`src/rtl/aes_dec_round_ctrl.sv`:
```
// aes_dec_round_ctrl: iterative AES decryption round sequencer
// Owns the 128-bit state register and round counter, drives one shared
// inverse-round datapath and the round-key store read index.
// Ports:
//   clk, rst_n            clock, asynchronous active-low reset
//   in_valid/in_ready     ciphertext handshake, in_data block
//   rk_idx/rk_data        round-key store index and same-cycle key
//   dp_state/dp_last      datapath operand and InvMixColumns bypass
//   dp_result             combinational datapath result
//   out_valid/out_ready   plaintext handshake, out_data block
//   busy                  high whenever not IDLE
//   abort                 only when AES_DEC_CTRL_ABORT_EN is defined
module aes_dec_round_ctrl #(
  parameter int NR  = 10,
  parameter int KIW = 4
) (
  input  logic           clk,
  input  logic           rst_n,
`ifdef AES_DEC_CTRL_ABORT_EN
  input  logic           abort,
`endif
  input  logic           in_valid,
  output logic           in_ready,
  input  logic [127:0]   in_data,
  output logic [KIW-1:0] rk_idx,
  input  logic [127:0]   rk_data,
  output logic [127:0]   dp_state,
  output logic           dp_last,
  input  logic [127:0]   dp_result,
  output logic           out_valid,
  input  logic           out_ready,
  output logic [127:0]   out_data,
  output logic           busy
);
  typedef enum logic [1:0] {IDLE, ROUND, DONE} st_t;
  localparam logic [KIW-1:0] KNR  = KIW'(NR);
  localparam logic [KIW-1:0] KNR1 = KIW'(NR - 1);
  st_t st, st_n;
  logic [127:0] state, state_n;
  logic [KIW-1:0] cnt, cnt_n;
  logic kill;
`ifdef AES_DEC_CTRL_ABORT_EN
  assign kill = abort;
`else
  assign kill = 1'b0;
`endif
  always_ff @(posedge clk or negedge rst_n)
    if (!rst_n) begin
      st    <= IDLE;
      state <= '0;
      cnt   <= '0;
    end else begin
      st    <= st_n;
      state <= state_n;
      cnt   <= cnt_n;
    end
  always_comb begin
    st_n    = st;
    state_n = state;
    cnt_n   = cnt;
    case (st)
      IDLE:
        if (in_valid && !kill) begin
          state_n = in_data ^ rk_data;
          cnt_n   = KNR1;
          st_n    = ROUND;
        end
      ROUND: begin
        state_n = dp_result;
        // exit is decided on the zero count, so the counter never wraps
        if (cnt == '0) st_n = DONE;
        else cnt_n = cnt - KIW'(1);
      end
      DONE:
        if (out_ready) st_n = IDLE;
      default: st_n = IDLE;
    endcase
    // abort outranks both completion and a new accept
    if (kill && st != IDLE) begin
      st_n    = IDLE;
      state_n = '0;
      cnt_n   = '0;
    end
  end
  assign in_ready  = st == IDLE;
  assign busy      = st != IDLE;
  assign out_valid = st == DONE;
  assign dp_last   = st == ROUND && cnt == '0;
  assign rk_idx    = st == ROUND ? cnt : KNR;
  assign dp_state  = state;
  assign out_data  = state;
endmodule

```
`config.mk`:
```
export PLATFORM = sky130hd
export DESIGN_NAME = aes_dec_round_ctrl
export DESIGN_NICKNAME = d
export VERILOG_FILES = /design/src/rtl/aes_dec_round_ctrl.sv
export SDC_FILE = /design/constraint.sdc
export NUM_CORES = 1
export LEC_CHECK = 0
export ABC_AREA = 1
export CAP_MARGIN = 40
export CORE_AREA = 3 3 255 257
export DETAILED_ROUTE_END_ITERATION = 12
export DIE_AREA = 0 0 258 260
export GPL_TIMING_DRIVEN = 0
export HOLD_SLACK_MARGIN = 0.02
export PLACE_DENSITY = 0.43
export SKIP_CTS_REPAIR_TIMING = 1
export SYNTH_ARGS = -nofsm -noshare
export SYNTH_HDL_FRONTEND = slang
export SYNTH_SLANG_ARGS = --single-unit
```
`constraint.sdc`:
```
create_clock -name clk -period 1.7 [get_ports clk]
set_clock_uncertainty 0.1 [all_clocks]
set_input_delay 0.51 -clock clk [delete_from_list [all_inputs] [get_ports clk]]
set_output_delay 0.51 -clock clk [all_outputs]
set_load 0.05 [all_outputs]
```
==> results of run 1 <==
-- critical path, stage by stage (launching register included) --
cell and delay [ns]:
dfrtp_1 0.41, inv_4 0.12, nand2_8 0.10, inv_6 0.07, nand4_1 0.11, inv_2 0.09, buf_8 0.14
-- Yosys cell counts, drive strengths merged --
master,count,area share [%]
o21ai,131,7.1
o31ai,1,0.081
inv,138,5.6
nand2,525,21
nand4,1,0.067
buf,165,13
nand3,5,0.27
clkbuf,19,0.77
a21oi,1,0.054
ha,1,0.13
dfrtp,134,36
nor2,392,16
-- sequential cells by signal, indices dropped and copies added (netlist names) --
name / cells
cnt: 4
st: 2
dp_state: 128
-- power by group through the flow --
stage	registers, uW	clock network [uW]	logic (uW)
final	7520	4350	34700
after global routing	7710	4640	36800
after CTS	6930	4580	30200
after detailed placement	6930	0	30100
after global placement	6930	0	30000
after floorplan	11600	0	14100
-- worst paths after layout --
path                                 end  slack, ns
setup / recovery                 dp_last      -0.44
hold / removal                    cnt[0]       0.43
setup reg to reg            dp_state[74]      -0.19
hold reg to reg                   cnt[0]       0.43
max in group asynchronous  dp_state[102]       0.17
min in group asynchronous   dp_state[45]       0.47
-- routing by layer --
metal | track usage, % | share of wire (%)
met1 | 16.7 | 40
met2 | 26.4 | 52
met3 | 3.51 | 6.1
met4 | 3.93 | 1.6
met5 | 0 | 0.026
-- stage by stage --
step | power, uW | hold slack, ns | instance area, sq um | TNS, ns | std cells
finish | 46600 | 0.428 | 19400 | -18.04 | 3090
global route | 49200 | 0.472 | 19400 | -50.10 | 3089
CTS | 41700 | -0.153 | 17600 | -227.29 | 3043
detailed placement | 37100 | 0.398 | 16900 | -115.63 | 3011
global placement | 37000 | 0.386 | 16900 | -997.57 | 3010
floorplan | 25700 | 0.114 | 9310 | -0.00145 | 1513
-- cell type report --
| type | instances | area (sq um) |
|---|---|---|
| clock inverters | 12 | 199 |
| diodes | 2 | 5.00 |
| multi-input cells | 1057 | 4220 |
| plain buffers | 171 | 1670 |
| flip-flops and latches | 134 | 3410 |
| well taps | 846 | 1060 |
| inverters | 138 | 526 |
| clock buffers | 20 | 457 |
| repair buffers | 710 | 7840 |
| fillers | 6782 | 43600 |
-- kinds of logic after synthesis --
logic type	Yosys count	share of synthesized area, %
and+or+nand+nor	923	37.5
DFF	134	36.1
adders and majority gates	1	0.135
AOI/OAI and AO/OA	133	7.24
buffers and inverters	322	19.0
==> flow_metrics.py, run 1 <==
metrics = {
    "grt": {
        "grt_pass1_vias": 11200,
        "antenna_found_initial": 4,
        "grtUsageTotal_pct": 14.4,
        "grt_max_degree": 72,
        "grt_pass1_wl_um": 71400,
        "overflow": 0,
    },
    "setup_path": {
        "arrival_ns": 1.53,
        "crit_path_start_kind": "register",
        "r2r_start": "st[0]",
        "reg2reg_depth": 8,
        "path_class": "reg2out",
        "crit_fanout": 8,
        "end_kind": "primary output",
        "critPathRequiredTime_ns": 1.09,
        "worstSetupStartpoint": "st[1]",
    },
    "timing": {
        "slew_viol_final": 0,
        "clock.fmax_ghz": 0.467,
        "finalCritPeriodShare_pct": 126,
        "worst_pin_slew_ns": 0.641,
        "slew_headroom_pct": 57.2,
        "rsz0062_at_grt": "true",
        "hold_violations": 0,
        "setup_viol_count_final": 228,
        "min_period_ns": 2.14,
        "layout_setup_ws_ns": -0.441,
    },
    "pwr": {
        "p_sw_uw": 24600,
        "pwr-share-comb_pct": 74.5,
        "leakage_uw": 0.00973,
        "vdd_drop_max_mv": 1.41,
        "swShare_pct": 52.9,
        "powerDensity_nw_per_um2": 2400,
        "p_int_uw": 21900,
        "pwr-share-clk_pct": 9.3,
        "seq_power_share_pct": 16.2,
    },
    "routing": {
        "first_pass_iters": 5,
        "vias_per_cell": 3.69,
        "vias": 11400,
        "routed_wl_um": 50700,
        "drtAntennaViolNets": 0,
        "first_iter_violations": 537,
        "route.detailed.drc": 0,
        "wl_per_cell_um": 16.4,
    },
    "floorplanning": {
        "core_sq_um": 63000,
        "die_h_um": 260,
        "rows": 92,
        "die_w_um": 258,
        "initial_core_util_pct": 14.7,
        "dieArea_sq_um": 67100,
        "io_pins": 652,
    },
    "clock_network": {
        "numCtsBuffers": 17,
        "cts.path.max_buffers": 2,
        "cts_root_buffer": "clkbuf_16",
        "clk_latency_ns": 0.47,
        "clkSinkCount": 134,
        "clk_pin_slew_ns": 0.06,
        "h-tree-depth": 4,
        "cts_tree": "built",
    },
    "yosys": {
        "synth_cells": 1513,
        "synth_seq_cells": 134,
        "seq_area_frac_synth_pct": 36.1,
        "synth_nets": 1902,
        "synth_area_sq_um": 9280,
        "syn_avg_cell_area_sq_um": 6.14,
        "ys_types": 17,
        "yosys_warnings": 0,
    },
    "cells_and_area": {
        "fin_nets": 2618,
        "final_cell_mix": "523 x nand2_1, 388 x nor2_1, 386 x clkdlybuf4s50_1",
        "syn_to_final_growth_pct": 109,
        "final_layout_size_suffix_gt1_share_pct": 26.2,
        "post-route-util_pct": 30.8,
        "final_common_cell": "nand2_1",
    },
    "place": {
        "portBuffers": 651,
        "dpl.hpwl_um": 40200,
        "place_congestion": 0.818,
        "dp_slack_ns": -0.892,
    },
    "run_status": {
        "status": "finished, violations left",
        "violations": "setup timing",
    },
    "run": {
        "cap_violations": 0,
    },
    "hold_path": {
        "whs_path_depth": 2,
        "worstHoldPathType": "reg2reg",
        "hp-start": "cnt[0]",
    },
}
(Power assumes the default switching activity.)
==> run 2, diff against run 1 <==
--- a/config.mk
+++ b/config.mk
@@ -7,12 +7,15 @@
 export LEC_CHECK = 0
 export ABC_AREA = 1
 export CAP_MARGIN = 40
-export CORE_AREA = 3 3 255 257
+export CELL_PAD_IN_SITES_DETAIL_PLACEMENT = 0
+export CELL_PAD_IN_SITES_GLOBAL_PLACEMENT = 2
+export CORE_ASPECT_RATIO = 0.7
+export CORE_MARGIN = 3
+export CORE_UTILIZATION = 16
 export DETAILED_ROUTE_END_ITERATION = 12
-export DIE_AREA = 0 0 258 260
 export GPL_TIMING_DRIVEN = 0
 export HOLD_SLACK_MARGIN = 0.02
-export PLACE_DENSITY = 0.43
+export PLACE_DENSITY = 0.83
 export SKIP_CTS_REPAIR_TIMING = 1
 export SYNTH_ARGS = -nofsm -noshare
 export SYNTH_HDL_FRONTEND = slang
==> run 2 against run 1 <==
The run ends with hold timing, setup timing left. Largest power group unchanged. Cell count shrank 2.9%. Clock power shrank 2%. Die area shrank 9.1%. Power shrank 0.37%. Critical endpoint unchanged. Global-route usage grew 0.37 points. Highest routed layer is now met4. Non-clock buffer count grew 7. Count of clock-buffer cells in the layout shrank 1.
==> flow_metrics.py, run 2 (same netlist as run 1, synthesis figures left out) <==
metrics = {
    "routing": {
        "routed_wl_um": 47400,
        "first_iter_violations": 485,
        "route.detailed.drc": 0,
        "vias": 11300,
        "drtAntennaViolNets": 0,
        "wl_per_cell_um": 15.8,
        "vias_per_cell": 3.78,
        "first_pass_iters": 7,
    },
    "clock_network": {
        "cts_root_buffer": "clkbuf_16",
        "numCtsBuffers": 17,
        "cts.path.max_buffers": 2,
        "clk_latency_ns": 0.45,
        "cts_tree": "built",
        "h-tree-depth": 4,
        "clk_pin_slew_ns": 0.07,
        "clkSinkCount": 134,
    },
    "floorplanning": {
        "die_w_um": 294,
        "core_sq_um": 57100,
        "dieArea_sq_um": 61000,
        "initial_core_util_pct": 16.3,
        "die_h_um": 208,
        "io_pins": 652,
        "rows": 73,
    },
    "run_status": {
        "status": "finished, violations left",
        "violations": "hold timing, setup timing",
    },
    "setup_path": {
        "reg2reg_depth": 8,
        "path_class": "reg2out",
        "critPathMaxStageDelay_ns": 0.40,
        "critPathRequiredTime_ns": 1.09,
        "end_kind": "primary output",
        "critPathSlowestCell": "dfrtp_1",
        "crit_path_cell_trace": "inv_1 > ha_2 > nand4_1 > inv_2 > buf_8",
        "crit_buf_inv": 3,
        "r2r_slack_ns": -0.15,
        "rr_endpoint": "dp_state[78]",
        "crit_path_start_kind": "register",
        "arrival_ns": 1.52,
        "r2r_start": "st[0]",
        "crit_fanout": 4,
        "critical_path.top_delay_family": "flip-flops",
    },
    "pwr": {
        "vdd_drop_max_mv": 1.38,
        "leakage_uw": 0.00978,
        "powerDensity_nw_per_um2": 2400,
        "power_uw": 46400,
    },
    "cells_and_area": {
        "final_common_cell": "nand2_1",
        "post-route-util_pct": 33.9,
        "final_cell_mix": "524 x nand2_1, 388 x nor2_1, 386 x clkdlybuf4s50_1",
        "diodes": 0,
        "final_layout_size_suffix_gt1_share_pct": 25.7,
        "post-route-cell-area_sq_um": 19300,
        "largest_reg_flops": 128,
        "fin_nets": 2625,
        "fillers": 5955,
        "syn_to_final_growth_pct": 108,
    },
    "timing": {
        "slew_viol_final": 0,
        "rsz0062_at_grt": "true",
        "setup_tns_ns": -10.79,
        "hold_violations": 37,
        "slew_headroom_pct": 57.0,
        "min_period_ns": 2.13,
        "finalCritPeriodShare_pct": 125,
        "setup_viol_count_final": 167,
        "clock.fmax_ghz": 0.470,
        "whs_ns": -0.0573,
        "layout_setup_ws_ns": -0.428,
        "worst_pin_slew_ns": 0.645,
    },
    "grt": {
        "grt_max_degree": 70,
        "grtUsageTotal_pct": 14.8,
        "overflow": 0,
        "grt_pass1_wl_um": 68600,
        "antenna_found_initial": 0,
        "grt_pass1_vias": 11000,
    },
    "place": {
        "place_congestion": 0.792,
        "dpl.hpwl_um": 37700,
        "placed_area_sq_um": 16800,
        "portBuffers": 651,
    },
    "run": {
        "cap_violations": 0,
    },
    "hold_path": {
        "worstHoldPathType": "in2async",
    },
}
[run 2: cell count changes in the layout (fill, tap and decap cells not counted), sizes merged]
cell / delta
clkbuf: +3
buf: +2
diode: -2
inv: +2
bufinv: -1
clkinv: -1
clkinvlp: +1
dlygate4sd3: +1
[run 2: power breakdown]
group	total, uW	internal, uW	switching (uW)
sequential	7370	5000	2370
combinational	34800	14400	20300
clock	4270	2560	1710
total	46400	22000	24400
[run 2: final cells by class]
class                           instances  area, sq um  area share (%)
Timing Repair Buffer                  715         7900            40.9
Multi-Input combinational cell       1057         4210            21.8
Sequential cell                       134         3400            17.6
Buffer                                173         1720            8.91
Tap cell                              750          938            4.85
Inverter                              138          527            2.72
Clock buffer                           19          453            2.34
Clock inverter                         13          193           0.997
[run 2: through the flow]
step	hold WS, ns	setup slack [ns]	instances
6_report	-0.0573	-0.428	2999
5_1_grt	-0.0327	-0.515	2999
4_1_cts	-0.0175	-1.48	2947
3_5_place_dp	0.398	-0.973	2915
3_3_place_gp	0.386	-6.27	2914
2_1_floorplan	0.114	-0.00145	1513
[run 2: layer usage]
metal | up-vias | share of wire [%] | track usage [%] | routed length [um]
li1 | 5851 | - | - | -
met5 | - | 0 | 0 | 0
met1 | 5158 | 43 | 18.8 | 20400
met2 | 312 | 50 | 25.7 | 23800
met4 | 0 | 1.1 | 2.96 | 510
met3 | 23 | 5.7 | 3.32 | 2700
[run 2: worst max path at each step]
| stage | from | cells after the start | slack (ns) | to |
|---|---|---|---|---|
| 2_1_floorplan | st[0] | 3 | -0.001 | busy |
| 3_3_place_gp | rst_n | 1 | -6.27 | dp_state[117] |
| 3_5_place_dp | st[1] | 5 | -0.97 | rk_idx[0] |
| 4_1_cts | st[1] | 5 | -1.48 | rk_idx[0] |
| 5_1_grt | st[1] | 6 | -0.51 | dp_last |
| 6_report | cnt[1] | 5 | -0.43 | dp_last |
==> run 3, diff against run 2 <==
--- a/config.mk
+++ b/config.mk
@@ -12,6 +12,7 @@
 export CORE_ASPECT_RATIO = 0.7
 export CORE_MARGIN = 3
 export CORE_UTILIZATION = 16
+export CTS_CLUSTER_SIZE = 20
 export DETAILED_ROUTE_END_ITERATION = 12
 export GPL_TIMING_DRIVEN = 0
 export HOLD_SLACK_MARGIN = 0.02
==> results of run 3 <==
The final DEF is identical to that of run 2; final timing and power are the same.
